$ cat src/rtl/twos_neg_scheduler_if.sv
// Purpose : operand request (two requesters) and tagged result bus of the serial negator.
// Latency : n/a (signal bundle only).
// Backpressure: valid/ready on both request ports and on the result port.
//   master : requester/consumer side (drives operands and res_ready)
//   slave  : negation engine side (drives readies and the result)
interface twos_neg_scheduler_if #(
    parameter int WIDTH = 8
);
    logic             req0_valid;
    logic [WIDTH-1:0] req0_data;
    logic             req0_ready;
    logic             req1_valid;
    logic [WIDTH-1:0] req1_data;
    logic             req1_ready;
    logic             res_valid;
    logic [WIDTH-1:0] res_data;
    logic             res_id;
    logic             res_ovf;
    logic             res_ready;

    modport master (
        output req0_valid, req0_data,
        input  req0_ready,
        output req1_valid, req1_data,
        input  req1_ready,
        input  res_valid, res_data, res_id, res_ovf,
        output res_ready
    );

    modport slave (
        input  req0_valid, req0_data,
        output req0_ready,
        input  req1_valid, req1_data,
        output req1_ready,
        output res_valid, res_data, res_id, res_ovf,
        input  res_ready
    );
endinterface

$ cat src/rtl/twos_neg_scheduler.sv
// Purpose : bit-serial two's-complement negator shared round-robin by two requesters.
// Latency : grant edge T -> res_valid from T+WIDTH; minimum issue interval WIDTH+2 cycles.
// Backpressure: result held in DONE until res_ready; request readies low outside IDLE.
//   Ports: clk, rst_n (synchronous, active-low), bus (slave modport): req0/req1
//   operand ports, res_* tagged result port with overflow flag.
module twos_neg_scheduler #(
    parameter int WIDTH = 8
) (
    input  logic               clk,
    input  logic               rst_n,
    twos_neg_scheduler_if.slave bus
);
    localparam int CNT_W = $clog2(WIDTH + 1);

    typedef enum logic [1:0] {
        IDLE  = 2'd0,
        SHIFT = 2'd1,
        DONE  = 2'd2
    } state_t;

    state_t           state;
    state_t           state_nxt;

    logic [WIDTH-1:0] shreg;
    // Only WIDTH-1 result bits need storing: the last sum bit goes straight to res_data.
    logic [WIDTH-2:0] acc;
    logic             carry;
    logic [CNT_W-1:0] cnt;
    logic             last_grant;

    logic [WIDTH-1:0] res_data_q;
    logic             res_valid_q;
    logic             res_id_q;
    logic             res_ovf_q;

    logic             ready0;
    logic             ready1;
    logic             gnt_id;
    logic             take;
    logic             shift_last;
    logic             sum_bit;
    logic [WIDTH-1:0] acc_full;
    logic [WIDTH-1:0] gnt_data;

    // Tie-break favours the requester that was not served last.
    assign gnt_id     = (bus.req0_valid && bus.req1_valid) ? ~last_grant : bus.req1_valid;
    assign gnt_data   = gnt_id ? bus.req1_data : bus.req0_data;
    assign take       = ready0 | ready1;
    assign shift_last = (cnt == CNT_W'(WIDTH - 1));
    // One full-adder slice: ~A[i] + carry, sum only.
    assign sum_bit    = ~shreg[0] ^ carry;
    assign acc_full   = {sum_bit, acc};

    always_ff @(posedge clk) begin
        if (!rst_n) begin
            state <= IDLE;
        end else begin
            state <= state_nxt;
        end
    end

    always_comb begin
        state_nxt = state;
        ready0    = 1'b0;
        ready1    = 1'b0;
        case (state)
            IDLE: begin
                if (rst_n && (bus.req0_valid || bus.req1_valid)) begin
                    ready0    = ~gnt_id;
                    ready1    = gnt_id;
                    state_nxt = SHIFT;
                end
            end
            SHIFT: begin
                if (shift_last) begin
                    state_nxt = DONE;
                end
            end
            DONE: begin
                if (bus.res_ready) begin
                    state_nxt = IDLE;
                end
            end
            default: state_nxt = IDLE;
        endcase
    end

    always_ff @(posedge clk) begin
        if (!rst_n) begin
            shreg       <= '0;
            acc         <= '0;
            carry       <= 1'b0;
            cnt         <= '0;
            last_grant  <= 1'b1;
            res_data_q  <= '0;
            res_valid_q <= 1'b0;
            res_id_q    <= 1'b0;
            res_ovf_q   <= 1'b0;
        end else begin
            case (state)
                IDLE: begin
                    if (take) begin
                        shreg      <= gnt_data;
                        carry      <= 1'b1;
                        cnt        <= '0;
                        res_id_q   <= gnt_id;
                        last_grant <= gnt_id;
                        res_ovf_q  <= (gnt_data == {1'b1, {(WIDTH-1){1'b0}}});
                    end
                end
                SHIFT: begin
                    carry <= ~shreg[0] & carry;
                    acc   <= acc_full[WIDTH-1:1];
                    shreg <= shreg >> 1;
                    cnt   <= cnt + CNT_W'(1);
                    // Final carry-out is dropped: result is mod 2^WIDTH.
                    if (shift_last) begin
                        res_data_q  <= acc_full;
                        res_valid_q <= 1'b1;
                    end
                end
                DONE: begin
                    if (bus.res_ready) begin
                        res_valid_q <= 1'b0;
                    end
                end
                default: ;
            endcase
        end
    end

    assign bus.req0_ready = ready0;
    assign bus.req1_ready = ready1;
    assign bus.res_valid  = res_valid_q;
    assign bus.res_data   = res_data_q;
    assign bus.res_id     = res_id_q;
    assign bus.res_ovf    = res_ovf_q;
endmodule

$ cat src/flat_wrapper.sv
// flat-port wrapper written by rule: the top's interface ports become plain ports
module twos_neg_scheduler_flat 
#(
    parameter int WIDTH = 8
)
  (clk, rst_n, bus_req0_valid, bus_req0_data, bus_req0_ready, bus_req1_valid, bus_req1_data, bus_req1_ready, bus_res_valid, bus_res_data, bus_res_id, bus_res_ovf, bus_res_ready);
  twos_neg_scheduler_if #(.WIDTH(WIDTH)) bus_i ();
  input  logic clk;
  input  logic rst_n;
  input wire logic [$bits(bus_i.req0_valid)-1:0] bus_req0_valid;
  input wire logic [$bits(bus_i.req0_data)-1:0] bus_req0_data;
  output wire logic [$bits(bus_i.req0_ready)-1:0] bus_req0_ready;
  input wire logic [$bits(bus_i.req1_valid)-1:0] bus_req1_valid;
  input wire logic [$bits(bus_i.req1_data)-1:0] bus_req1_data;
  output wire logic [$bits(bus_i.req1_ready)-1:0] bus_req1_ready;
  output wire logic [$bits(bus_i.res_valid)-1:0] bus_res_valid;
  output wire logic [$bits(bus_i.res_data)-1:0] bus_res_data;
  output wire logic [$bits(bus_i.res_id)-1:0] bus_res_id;
  output wire logic [$bits(bus_i.res_ovf)-1:0] bus_res_ovf;
  input wire logic [$bits(bus_i.res_ready)-1:0] bus_res_ready;
  assign bus_i.req0_valid = bus_req0_valid;
  assign bus_i.req0_data = bus_req0_data;
  assign bus_req0_ready = bus_i.req0_ready;
  assign bus_i.req1_valid = bus_req1_valid;
  assign bus_i.req1_data = bus_req1_data;
  assign bus_req1_ready = bus_i.req1_ready;
  assign bus_res_valid = bus_i.res_valid;
  assign bus_res_data = bus_i.res_data;
  assign bus_res_id = bus_i.res_id;
  assign bus_res_ovf = bus_i.res_ovf;
  assign bus_i.res_ready = bus_res_ready;
  twos_neg_scheduler #(.WIDTH(WIDTH)) u_core (.clk(clk), .rst_n(rst_n), .bus(bus_i));
endmodule
$ cat config.mk
export PLATFORM = sky130hd
export DESIGN_NAME = twos_neg_scheduler_flat
export DESIGN_NICKNAME = d
export VERILOG_FILES = /design/src/rtl/twos_neg_scheduler_if.sv /design/src/rtl/twos_neg_scheduler.sv /design/src/flat_wrapper.sv
export SDC_FILE = /design/constraint.sdc
export NUM_CORES = 1
export LEC_CHECK = 0
export ABC_AREA = 0
export CORE_ASPECT_RATIO = 2
export CORE_MARGIN = 2
export CORE_UTILIZATION = 52
export DETAILED_ROUTE_END_ITERATION = 16
export GPL_TIMING_DRIVEN = 0
export PLACE_DENSITY = 0.92
export SYNTH_ARGS = -nofsm -noshare
export SYNTH_HDL_FRONTEND = slang
export SYNTH_SLANG_ARGS = --single-unit
export TNS_END_PERCENT = 20
$ cat constraint.sdc
create_clock -name clk -period 3.8 [get_ports clk]
set_input_delay 1.14 -clock clk [delete_from_list [all_inputs] [get_ports clk]]
set_output_delay 1.14 -clock clk [all_outputs]
set_load 0.01 [all_outputs]
### After elaboration in Yosys (flattened, before gate mapping)

Index checks and enable logic that the tools add are counted.

| storage, ports and cells | value |
|---|---|
| output and inout port bits | 13 |
| word-level logic and storage cells | 55 |
| register bits after elaboration | 34 |
| bits of input ports | 21 |

| cells by class | value |
|---|---|
| add/subtract/negate cells | 1 |
| reduce and logical (&&, ||, !) cells | 11 |
| bitwise gates (word level) | 6 |
| muxes and demuxes | 19 |
| equality and inequality tests | 8 |

Operator list:

| operator | count |
|---|---|
| $mux 8 | 2 |
| $pmux 8 s2 | 1 |
| $eq 8x8->1 const B | 1 |
| $mux 1 | 8 |
| $pmux 4 s2 | 1 |
| $mux 2 | 3 |
| $ne 2x1->1 const B | 3 |
| $pmux 2 s3 | 1 |
| $reduce_and 2->1 | 3 |
| $reduce_and 3->1 | 2 |
| $add 4x1->4 const B | 1 |
| $eq 4x3->1 const B | 1 |
| $mux 4 | 1 |
| $pmux 1 s2 | 2 |
| $reduce_bool 2->1 | 2 |
| $not 1->1 | 3 |
| $eq 2x1->1 const B | 1 |
| $eq 2x2->1 const B | 1 |
| $logic_and 1x1->1 | 2 |
| $logic_not 2->1 | 1 |
| $ne 2x2->1 const B | 1 |
| $and 1x1->1 | 1 |
| $logic_or 1x1->1 | 1 |
| $or 1x1->1 | 1 |
| $xor 1x1->1 | 1 |

### Logic depth before layout (Yosys ltp)

Gate-level depths: netlist of run 1.

| logic depth | value |
|---|---|
| word-level depth | 8 |
| mapped depth | 6 |
| mapped depth without buffers | 4 |

### Worst setup path after synthesis of run 1

Ideal clock, no wire load.

| timing path | value |
|---|---|
| path kind | input-to-output |
| from | input rst_n |
| to | output bus_req1_ready |
| path slack | 544 ps |
| arrival time | 2,116 ps |
| path buffers | 1 |
| stages on the path | 5 |
| data required time | 2,660 ps |
| cell sequence | inv_2 > or4_4 > buf_6 > or2_1 > inv_1 |

| between the ends | value |
|---|---|
| cells in the longest elaborated chain, start to end | 3 |

RTL lines:

| element | RTL line | source |
|---|---|---|
| start: declaration | flat_wrapper.sv:9 | `input logic rst_n;` |
| $logic_and 1x1->1 | twos_neg_scheduler.sv:68 | `if (rst_n && (bus.req0_valid \|\| bus.req1_valid)) begin` |
| $mux 1 | twos_neg_scheduler.sv:68 |  |
| $mux 1 | twos_neg_scheduler.sv:66 | `case (state)` |
| end: declaration | flat_wrapper.sv:15 | `output wire logic [$bits(bus_i.req1_ready)-1:0] bus_req1_ready;` |

Every way passes these cells.

### Final worst setup path of run 1

| timing path | value |
|---|---|
| from | input bus_req0_valid |
| to | output bus_req1_ready |

| between the ends | value |
|---|---|
| cells in the longest elaborated chain, start to end | 4 |
| elaborated cells between the ends (all ways) | 6 |
| classes of those cells | 3 x mux; 3 x reduce/logical |

RTL lines:

| element | RTL line | source |
|---|---|---|
| start: declaration | flat_wrapper.sv:10 | `input wire logic [$bits(bus_i.req0_valid)-1:0] bus_req0_valid;` |
| $logic_and 1x1->1 / $logic_or 1x1->1 (equally long branches) | twos_neg_scheduler.sv:46, twos_neg_scheduler.sv:68 |  |
| $mux 1 / $logic_and 1x1->1 (equally long branches) | twos_neg_scheduler.sv:46, twos_neg_scheduler.sv:68 |  |
| $mux 1 (*) | twos_neg_scheduler.sv:68 |  |
| $mux 1 (*) | twos_neg_scheduler.sv:66 |  |

Mark *: on every way between the ends. The rest lies on a longest branch, timed or not.

==> run metrics, run 1 <==
RD Place Congestion 0.819; row count 27; Post-Synth Simple-Gate Area 21.4%; Max-cap violations 0; Max H-tree Level 2; Worst-Margin Slew 0.475 ns; Die Y 78.8 um; Post-synth top cells nand2_1 (37), dfxtp_1 (34), a21oi_1 (18), nor2_1 (16), mux2i_1 (9); Pre-Repair DR Iteration Count 4; first-pass GRT wire length 5780 um; end of the worst register-to-register path u_core.bus.res_ovf; Initial Utilization 53.8%; width of the die 41.4 um; Iteration-0 DRC Markers 28; crit-path max FO 6; Net Count, Synth 193; post-synthesis mux area share 6.19%; All-Layer GR Usage 22.9%; worst reg2reg path startpoint u_core.state[1]; yosys warns 0; Hold Crit Depth 2; Hold Buf Count CTS 0; adder-cell share of the synthesized area 1.72%; top post-synthesis cells by area dfxtp_1 (47%), nand2_1 (9.5%), a21oi_1 (6.2%); Final min period 3.73 ns; Clk pin slew, worst setup/hold paths 0.07 ns; Seq cells post-synth 34; DR DRC count 0; initial antenna violation count 0; clock root cell clkbuf_8; Final Setup Violations 0; XOR/XNOR Fraction of Synth Area 0.602%; number of synthesized flops with an enable pin 0; type of the most critical hold path reg -> reg; Port Buffers 33; Area growth syn-to-layout 31.3%; core area 0.00270 sq mm; Hold Path End u_core.bus.res_id; pre-CTS setup slack -0.641 ns; Ports 34; Crit-path slowest cell or4_4; CP most frequent cell clkdlybuf4s15_1; synthesized netlist cell count 170; R2R Setup Slk 2.17 ns; worst endpoint required time 2.66 ns; clk_lat worst skew 0.29 ns; leak pwr 0.727 nW; top_reg_cell synth dfxtp_1; CTS tree done; fin crit share 98.2%; Crit Path Category in -> out; Async S/R FF share, synth 0%; largest family of logic cells by synthesized area simple AND/OR/NAND/NOR gates; grt total ovfl 0; r2r worst-path depth 5; HP Start u_core.bus.res_id; drt total wl 3210 um; post-detail-place hpwl 2460 um; Synth Area in Compound Gates 18.5%; clk sink count 34; clock tree buffer depth 2; Slew headroom 68.3%; CP arrival 2.59 ns; status completed; RSZ-0062 raised after global routing false; largest area contributor in the netlist dfxtp_1; vias in the first global route 1391; Worst Setup Start Kind input port; post-synth top area share 46.8%; Via density 5.51; Vias 1323; Layout Nets 233; pin count of the biggest net entering global routing 12; n_diodes 0; Final Hold Vio Count 0; share of layout cells above drive strength 1 9.00%; post-route ant nets 0; die area 0.00326 sq mm; Peak VDD IR 0.000244 V; syn_area_per_cell 8.56 sq um; Max Freq 268 MHz; routed length per instance 13.4 um; cts bufs inserted 5; Synth cell types 32; critical path cell sequence clkdlybuf4s15_1 -> nor2_1 -> or4_4 -> buf_6 -> or2_1 -> inv_1 -> clkdlybuf4s15_1; crit end category primary output; Power Dens Cells 390 mW/mm^2; count leader, synth nand2_1; Worst Skew 0.00433 ns; WP buf/inv 4; Critical Path Max Stage Delay 0.42 ns; cell family with most CP delay simple AND/OR/NAND/NOR gates; Seq/Total Area, Yosys 46.8%; Synth Cell Area 0.00146 sq mm; Max Slew Vio Count 0; Final TNS setup 0 ns; Worst Setup Slack, final 0.0702 ns
==> flip-flops by register name (all words and copies together), names as in the netlist <==
signal                count
u_core.bus.res_data       8
u_core.shreg              8
u_core.acc                7
u_core.cnt                4
u_core.state              2
u_core.bus.res_id         1
u_core.bus.res_ovf        1
u_core.bus.res_valid      1
u_core.carry              1
u_core.last_grant         1
==> worst register-to-register path, stage by stage (launching register included) <==
cell and delay, ns:
dfxtp_1 0.30, buf_2 0.15, or4_4 0.54, buf_6 0.15, buf_6 0.14, a32o_1 0.25
==> final cells by class <==
class | instances | area, sq um
repair buffers | 33 | 324
plain buffers | 9 | 51.3
multi-input cells | 122 | 704
well taps | 29 | 36.3
inverters | 5 | 18.8
clock inverters | 2 | 12.5
fillers | 198 | 792
flip-flops and latches | 34 | 681
clock buffers | 6 | 82.6
==> worst max path at each step <==
| stage | slack, ns | cells past startpoint | endpoint | from |
|---|---|---|---|---|
| CTS | 0.02 | 7 | bus_req1_ready | rst_n |
| floorplan | 0.54 | 5 | bus_req1_ready | rst_n |
| global route | 0.01 | 7 | bus_req1_ready | bus_req0_valid |
| global placement | -0.64 | 7 | bus_req1_ready | rst_n |
| detailed placement | -0.64 | 7 | bus_req1_ready | rst_n |
| finish | 0.07 | 7 | bus_req1_ready | bus_req0_valid |
==> layout by cell type, fill, tap and decap left out, types with 2 or more instances in the layout <==
| cell type | n |
|---|---|
| nand2b_1 | 2 |
| nand2_1 | 37 |
| ha_1 | 2 |
| clkbuf_8 | 6 |
| inv_1 | 4 |
| clkdlybuf4s15_1 | 3 |
| a21oi_1 | 18 |
| nand3_1 | 3 |
| buf_6 | 2 |
| a221o_1 | 7 |
| buf_2 | 3 |
| nor2b_1 | 3 |
| nor4_1 | 3 |
| mux2i_1 | 9 |
| dfxtp_1 | 34 |
| nor3_1 | 2 |
| a211oi_1 | 2 |
| nor2_1 | 16 |
| o21ai_0 | 3 |
| clkdlybuf4s50_1 | 28 |
| and3_1 | 2 |
| a21oi_2 | 2 |
| clkbuf_1 | 5 |
==> layer usage <==
layer	up-vias	wire length (um)	track usage, %
met2	38	1850	43.0
met3	10	114	4.77
met4	0	109	15.5
li1	667	-	-
met1	608	1140	21.2
met5	-	0	0
==> what timing repair did <==
action | in CTS | in global routing
resized for setup | 8 | 3
setup endpoints to repair | 2 | 1
setup buffers | 0 | 0
==> cells by family (layout without fill, tap and decap cells) <==
family                     Yosys count  after routing
buffers and inverters               14             55
and+or+nand+nor                     71             71
xor gates and xnor gates             1              1
AOI/OAI and AO/OA                   39             39
muxes                                9              9
DFF                                 34             34
adders and majority gates            2              2
==> through the flow <==
| step | total power [mW] | std cells | area, sq um | hold slack (ns) | utilization [%] |
|---|---|---|---|---|---|
| after floorplan | 0.433 | 170 | 1460 | 0.436 | - |
| after global placement | 0.471 | 232 | 1820 | 0.444 | 67.4 |
| after detailed placement | 0.474 | 232 | 1820 | 0.461 | 67.4 |
| after CTS | 0.751 | 240 | 1910 | 0.473 | 70.8 |
| after global routing | 0.775 | 240 | 1910 | 0.491 | 70.7 |
| final | 0.746 | 240 | 1910 | 0.474 | 70.7 |
==> power by group <==
| part | switching [mW] | leakage [nW] | total, mW | internal [mW] |
|---|---|---|---|---|
| Combinational | 0.0427 | 0.403 | 0.0850 | 0.0424 |
| Sequential | 0.00989 | 0.277 | 0.380 | 0.370 |
| Clock | 0.136 | 0.0472 | 0.281 | 0.145 |
| Total | 0.188 | 0.727 | 0.746 | 0.558 |
Power figures use the tool's default switching activity.
==> inputs of run 2 (changes only) <==
- ABC_AREA: 0 -> not set
==> results of run 2 <==
No change in the layout: final DEF, timing and power equal those of run 1.
==> inputs of run 3 (changes only) <==
- ABC_AREA: not set -> 1
- CORE_UTILIZATION: 52 -> 54
- PLACE_DENSITY: 0.92 -> 0.93
- clock period: 3.8 -> 4.7 ns (I/O delays scaled with it)
==> run metrics, run 3 <==
Max Slew Vio Count 0 (unchanged); Die Y 81.2 um (+3.0%); routed length per instance 12.2 um (-9.0%); fin crit share 96.3%; synthesized netlist cell count 215 (+26%); Max H-tree Level 2 (unchanged); drt total wl 3460 um (+7.6%); R2R Setup Slk 3.30 ns (+1.13 ns); n_diodes 0 (unchanged); Via density 5.40 (-2.0%); CTS tree done; Worst Setup Start Kind input port; Hold Path End u_core.bus.res_data[0]; CP arrival 3.11 ns (+0.52 ns); type of the most critical hold path reg -> reg; Final Setup Violations 0 (unchanged); Synth Cell Area 0.00161 sq mm (+10%); Crit-path slowest cell clkdlybuf4s50_1; Worst Skew 0.00466 ns (+0.000333 ns); grt total ovfl 0 (unchanged); worst reg2reg path startpoint u_core.cnt[0]; commonest non-fill, non-tap cell in the layout nand2_1; Worst Setup Slack, final 0.176 ns (+0.105 ns); Hold Crit Depth 2 (unchanged); Async S/R FF share, synth 0% (unchanged); clock tree buffer depth 2 (unchanged); footprint of the multi-input gates 759 sq um (+7.8%); initial antenna violation count 0 (unchanged); top_reg_cell synth dfxtp_1; CP most frequent cell clkdlybuf4s50_1; Peak VDD IR 0.000234 V (-4.3%); number of synthesized flops with an enable pin 0 (unchanged); final core occ 70.8% (+0.089 points); worst endpoint required time 3.29 ns (+0.63 ns); crit-path max FO 9 (+3); critical path cell sequence clkdlybuf4s50_1 -> inv_2 -> nand2_2 -> nand2_4 -> nor2_8 -> inv_4 -> nor2_1 -> clkdlybuf4s50_1; Pre-Repair DR Iteration Count 4 (unchanged); Finished Layout Cells 284 (+18%); Port Buffers 33 (unchanged); Synth cell types 27 (-16%); Post-synth top cells nand2_1 (45), dfxtp_1 (34), inv_1 (25), nor2_1 (25), nand3_1 (18); post-cts resize count 0 (-8); pin count of the biggest net entering global routing 11 (-1); leak pwr 0.893 nW (+23%); RD Place Congestion 0.832 (+1.6%); post-route ant nets 0 (unchanged); Max Freq 221 MHz; share of layout cells above drive strength 1 12.6% (+3.6 points); Ports 34 (unchanged); Worst-Margin Slew 0.515 ns (+0.0396 ns); Slew headroom 65.7% (-2.6 points); top post-synthesis cells by area dfxtp_1 (42%), nand2_1 (11%), inv_1 (5.8%); die area 0.00346 sq mm (+5.9%); commonest non-fill, non-tap cells in the layout nand2_1 (45), dfxtp_1 (34), clkdlybuf4s50_1 (33); largest area contributor in the netlist dfxtp_1; clk_lat worst skew 0.29 ns (about the same); Critical Path Max Stage Delay 0.58 ns (+0.16 ns); Hold Buf Count CTS 0 (unchanged); post-detail-place hpwl 2690 um (+9.3%); Final min period 4.52 ns; post-synth top area share 42.3% (-4.4 points); Iteration-0 DRC Markers 20 (-29%); clock root cell clkbuf_8; FF/Latch Area 681 sq um (unchanged); yosys warns 0 (unchanged); Inst Count DP 278 (+20%); cts bufs inserted 5 (unchanged); width of the die 42.6 um (+2.8%); pre-CTS setup slack 0.161 ns (+0.802 ns); row count 28 (+3.7%); count leader, synth nand2_1; first-pass GRT wire length 6110 um (+5.6%); r2r worst-path depth 6 (+1); Clk pin slew, worst setup/hold paths 0.07 ns (about the same); clk sink count 34 (unchanged); Vias 1534 (+16%); Final Hold Vio Count 0 (unchanged); Power Dens Cells 304 mW/mm^2 (-22%); cell family with most CP delay buffers and inverters; Final TNS setup 0 ns (unchanged); vias in the first global route 1513 (+8.8%); status completed; core area 0.00291 sq mm (+7.6%); postcts setup bufs 0 (unchanged); Seq cells post-synth 34 (unchanged); crit end category primary output; HP Start u_core.acc[0]; Seq/Total Area, Yosys 42.3% (-4.4 points); syn_area_per_cell 7.48 sq um (-13%); Initial Utilization 55.3% (+1.4 points); total power 0.625 mW (-16%); Filler cells 230 (+16%); DR DRC count 0 (unchanged); Area growth syn-to-layout 28.0%; RSZ-0062 raised after global routing false; Net Count, Synth 238 (+23%); All-Layer GR Usage 23.6% (+0.71 points); Crit Path Category in -> out; WP buf/inv 4 (unchanged); Layout Nets 278 (+19%); Max-cap violations 0 (unchanged); end of the worst register-to-register path u_core.bus.res_data[7]
run 3: area by class of cell:
| class | instances | share of cell area [%] |
|---|---|---|
| clock buffers | 6 | 4.01 |
| flip-flops and latches | 34 | 33.1 |
| multi-input cells | 143 | 36.9 |
| repair buffers | 33 | 16.0 |
| well taps | 30 | 1.82 |
| inverters | 30 | 5.71 |
| plain buffers | 8 | 2.43 |
run 3: worst max-delay path by stage:
| stage | start | cells past startpoint | end | slack (ns) |
|---|---|---|---|---|
| finish | bus_req1_valid | 8 | bus_req0_ready | 0.18 |
| global route | bus_req1_valid | 8 | bus_req0_ready | 0.05 |
| CTS | bus_req1_valid | 8 | bus_req0_ready | 0.16 |
| detailed placement | bus_req1_valid | 8 | bus_req0_ready | 0.16 |
| global placement | bus_req1_valid | 8 | bus_req0_ready | 0.16 |
| floorplan | bus_req0_valid | 6 | bus_req0_ready | 1.31 |
run 3: where the power goes:
part           switching, mW  internal, mW
Combinational         0.0577        0.0430
Sequential           0.00842         0.303
Clock                  0.100         0.113
Total                  0.166         0.459
run 3: worst register-to-register path, delay by kind of cell (launching register included):
family          cells  cell delay, ns
flops               1            0.41
compound gates      1            0.12
fa+ha+maj           1            0.26
simple gates        3            0.37
buf+inv             1            0.16
run 3: cell families after synthesis:
kind of cell	after synthesis	synth area share [%]
compound gates	43	16.5
fa+ha+maj	2	1.56
buf+inv	38	10.4
flops	34	42.3
simple gates	98	29.2
run 3: per-stage QoR:
stage                     area, sq um  hold slack (ns)
after floorplan                  1610            0.429
after global routing             2060            0.489
final                            2060            0.456
after global placement           1980            0.438
after detailed placement         1980            0.443
after CTS                        2060            0.460
run 3: metal layers:
metal	up-vias	global-route usage (%)	wire length (um)
met5	-	0	0
met3	17	4.89	123
met2	43	45.7	1950
met1	704	19.6	1220
met4	0	18.8	170
li1	770	-	-
==> variant 1: new RTL, config.mk and constraints of run 3 <==
Encoding of `state_t`: now one-hot (3 bits for 3 states).
--- a/src/rtl/twos_neg_scheduler.sv
+++ b/src/rtl/twos_neg_scheduler.sv
@@ -12,10 +12,10 @@
 );
     localparam int CNT_W = $clog2(WIDTH + 1);
 
-    typedef enum logic [1:0] {
-        IDLE  = 2'd0,
-        SHIFT = 2'd1,
-        DONE  = 2'd2
+    typedef enum logic [2:0] {
+        IDLE  = 3'b001,
+        SHIFT = 3'b010,
+        DONE  = 3'b100
     } state_t;
 
     state_t           state;
Behaviour: no difference found for any inputs over 10 cycles, from zero or initial values and one cycle with rst_n low; not proved beyond that.
==> variant 1 against run 3 <==
- clock skew grew 6.0 ps
- area after synthesis rose by 3.6%
- register-to-register slack got worse by 20 ps
- design area grew 1.8%
- setup slack worse by 33 ps
- power about the same
- routed wire length rose by 1.4%
- largest cell class unchanged
- sequential share of layout area increased by 0.38 points
- global-route usage is 1.5 points lower
- count of clock-buffer cells in the layout increased by 1
- sequential cell count up 1
==> variant 1: results (changes against run 3) <==
[outcome]
status=complete, no violations  ; unchanged

[route]
drtIter0Drc=40  ; was 20
viasPerCell=5.19  ; was 5.40
wl_per_cell_microns=11.8  ; was 12.2 microns
drt-total-wl_mm=3.51  ; was 3.46 mm

[worst_hold_path]
min_from=u_core.bus.res_data[4]$_SDFFE_PN0P_  ; was u_core.acc[0]$_SDFFE_PN0P_

[yosys]
yosys_warnings=0  ; unchanged
synth-adder-area-share=0.0150  ; was 0.0156
synth_top_cells_by_area=dfxtp_1, nand2_1, nor2_1  ; was dfxtp_1, nand2_1, inv_1
synth_common_cells=nand2_1, nor2_1, dfxtp_1  ; was nand2_1, dfxtp_1, inv_1, nor2_1, nand3_1
syn_inst=229  ; was 215
synth.distinct_cells=29  ; was 27
syn-num-nets=252  ; was 238
synth_seq_area_share=0.421  ; was 0.423

[place]
hpwl_mm=2.77  ; was 2.69 mm
io_buffers=31  ; was 33
place.gp.congestion=0.756  ; was 0.832
dpl_cell_area_sq_um=2010  ; was 1980 sq um
dp_cells=290  ; was 278
post-place-ws_ps=153  ; was 161 ps

[layout]
nFillCells=238  ; was 230
utilization=0.712  ; was 0.708
drive_gt1_frac=0.123  ; was 0.126

[grt]
track_usage=0.222  ; was 0.236
grt_pass1_wl_mm=5.87  ; was 6.11 mm
first_global_vias=1428  ; was 1513

[critical_path]
cp-startpoint=bus_req0_valid  ; was bus_req1_valid
crit_fanout=10  ; was 9

[power_and_ir_drop]
leakage_uw=0.000916  ; was 0.000893 uW
ir_drop_mv=0.227  ; was 0.234 mV

[timing]
worst_slew_pin_slew_ps=371  ; was 515 ps

-- variant 1: cell count changes after synthesis, moves of 3 or more --
cell,run 3,this run
nand2_1,45,42
nor2_1,25,42
o21ai_0,12,24
nand3_1,18,6
o21ai_2,4,0
nand3b_1,1,4
a21oi_1,16,8
o211ai_1,0,6
nand2_2,2,8
a211oi_1,4,1
-- variant 1: power groups by stage --
| stage | registers [uW] | logic (uW) | clock network (uW) |
|---|---|---|---|
| 6_report | 318 | 102 | 205 |
| 5_1_grt | 319 | 114 | 222 |
| 2_1_floorplan | 323 | 67.6 | 0 |
| 3_5_place_dp | 324 | 102 | 0 |
| 4_1_cts | 317 | 102 | 209 |
| 3_3_place_gp | 323 | 98.2 | 0 |
-- variant 1: area by class of cell --
| type | instances | area share |
|---|---|---|
| buffer | 9 | 0.0352 |
| timing repair buffer | 31 | 0.148 |
| inverter | 30 | 0.0550 |
| tap | 30 | 0.0179 |
| multi-input combinational | 155 | 0.370 |
| sequential | 35 | 0.335 |
| clock buffer | 7 | 0.0364 |
| clock inverter | 1 | 0.00239 |
-- variant 1: per-layer routing --
layer  vias up  global-route usage  part of all wire
li1        793                   -                 -
met1       698               0.187              0.34
met2        44               0.440              0.59
met3        11              0.0391             0.034
met4         0               0.152             0.035
met5         -                   0                 0
-- variant 1: final timing paths --
| check | end | slack (ps) | cells after the start |
|---|---|---|---|
| max | bus_req0_ready | 140 | 7 |
| max reg2reg | u_core.bus.res_data[7]$_SDFFE_PN0P_ | 3280 | 7 |
| min | u_core.bus.res_data[4]$_SDFFE_PN0P_ | 480 | 2 |
| min reg2reg | u_core.bus.res_data[4]$_SDFFE_PN0P_ | 480 | 2 |
-- variant 1: critical path, delay by kind of cell --
family / cells / cell delay (ps)
and+or+nand+nor: 4 / 440
buffers and inverters: 3 / 1280
==> variant 2: new RTL, settings of run 3 <==
Made on the original files. `WIDTH` is set to 8 in 3 places; all go to 32.
--- a/src/rtl/twos_neg_scheduler_if.sv
+++ b/src/rtl/twos_neg_scheduler_if.sv
@@ -4,7 +4,7 @@
 //   master : requester/consumer side (drives operands and res_ready)
 //   slave  : negation engine side (drives readies and the result)
 interface twos_neg_scheduler_if #(
-    parameter int WIDTH = 8
+    parameter int WIDTH = 32
 );
     logic             req0_valid;
     logic [WIDTH-1:0] req0_data;
--- a/src/rtl/twos_neg_scheduler.sv
+++ b/src/rtl/twos_neg_scheduler.sv
@@ -4,7 +4,7 @@
 //   Ports: clk, rst_n (synchronous, active-low), bus (slave modport): req0/req1
 //   operand ports, res_* tagged result port with overflow flag.
 module twos_neg_scheduler #(
-    parameter int WIDTH = 8
+    parameter int WIDTH = 32
 ) (
     input  logic               clk,
     input  logic               rst_n,
--- a/src/flat_wrapper.sv
+++ b/src/flat_wrapper.sv
@@ -1,7 +1,7 @@
 // flat-port wrapper written by rule: the top's interface ports become plain ports
 module twos_neg_scheduler_flat 
 #(
-    parameter int WIDTH = 8
+    parameter int WIDTH = 32
 )
   (clk, rst_n, bus_req0_valid, bus_req0_data, bus_req0_ready, bus_req1_valid, bus_req1_data, bus_req1_ready, bus_res_valid, bus_res_data, bus_res_id, bus_res_ovf, bus_res_ready);
   twos_neg_scheduler_if #(.WIDTH(WIDTH)) bus_i ();
Ports: changed (resized bus_req0_data, bus_req1_data and bus_res_data); port bits go from 34 to 106. The function was not compared with the original's and may differ.
==> variant 2 against run 3 <==
- setup slack worse by 140 ps
- core utilization up 0.81 points
- routed wire length rose to 4.1 times the old value
- sequential cell count increased by 74
- power rose to 3.4 times the old value
- design area grew to 3.1 times the old value
- area after synthesis rose to 3.0 times the old value
- critical path depth is 3 lower
- critical path type unchanged
- largest cell class is now flip-flops and latches
- largest power group unchanged
==> variant 2: results (changes against run 3) <==
[yosys]
syn-num-nets=762  ; was 238
avgSynthCellArea_sq_um=7.04  ; was 7.48 sq um
synth_common_cells=nand2_1, dfxtp_1, nor2_1  ; was nand2_1, dfxtp_1, inv_1, nor2_1, nand3_1
ys_seq_elements=108  ; was 34
synth_area_sq_um=4870  ; was 1610 sq um

[critical_path]
r2r.worst_path.cells=9  ; was 6
crit_end=bus_req1_ready  ; was bus_req0_ready
worst-r2r-setup-slack_ps=2920  ; was 3300 ps

[place]
dpl_cell_area_sq_um=6040  ; was 1980 sq um
post-place-ws_ps=48.9  ; was 161 ps
io_buffers=105  ; was 33

[layout]
fin_cells=913  ; was 284
inverters=76  ; was 30
buffers_excl_clock=150  ; was 41
clk_share=0.0495  ; was 0.0401
nFillCells=671  ; was 230
multi_input_area_sq_um=2160  ; was 759 sq um
clkbuf_count=12  ; was 6

[grt]
met2_usage=0.548  ; was 0.457
grt_start_max_net_pins=17  ; was 11
track_usage=0.297  ; was 0.236

[timing]
relSlewSlack=0.640  ; was 0.657
holdWs_ps=460  ; was 456 ps
post-route-min-period_ps=4670  ; was 4520 ps

[route]
viasPerCell=5.64  ; was 5.40
first_pass_iters=5  ; was 4
dr_wl_met3_microns=751  ; was 123 microns
wl_met1_mm=4.79  ; was 1.22 mm

[power_and_ir_drop]
ir_drop_mv=0.216  ; was 0.234 mV
p_sw_frac=0.261  ; was 0.266

[outcome]
status=complete, no violations  ; unchanged

[cts]
cts-root-buf=clkbuf_16  ; was clkbuf_8
worst_skew_pair.late_latency_ps=350  ; was 290 ps

[variant 2: cell types whose count changed in the layout (fill, tap and decap cells not counted), sizes merged, moves of 26 or more]
cell,change
a21oi,+41
buf,+26
clkdlybuf4s50,+71
dfxtp,+74
inv,+45
nand2,+119
nand3,+29
nor2,+57
o21ai,+40
[variant 2: timing repair]
action / in CTS / in global routing
setup endpoints to repair: 0 / 1
resized for setup: 0 / 3
buffers inserted: 0 / 0
[variant 2: power groups by stage]
stage	Sequential (uW)	Clock, uW	Combinational (uW)
6_report	994	812	342
5_1_grt	998	844	378
4_1_cts	993	807	336
3_5_place_dp	1010	0	330
3_3_place_gp	1010	0	315
2_1_floorplan	1000	0	206
[variant 2: cell families (layout without fill, tap and decap cells)]
family	after synthesis	in the layout	synth area share
AND/OR/NAND/NOR	315	315	0.272
AO/OA/AOI/OAI	145	145	0.167
buffers and inverters	121	241	0.112
flip-flops	108	108	0.444
adder cells (fa/ha/maj)	2	2	0.00514
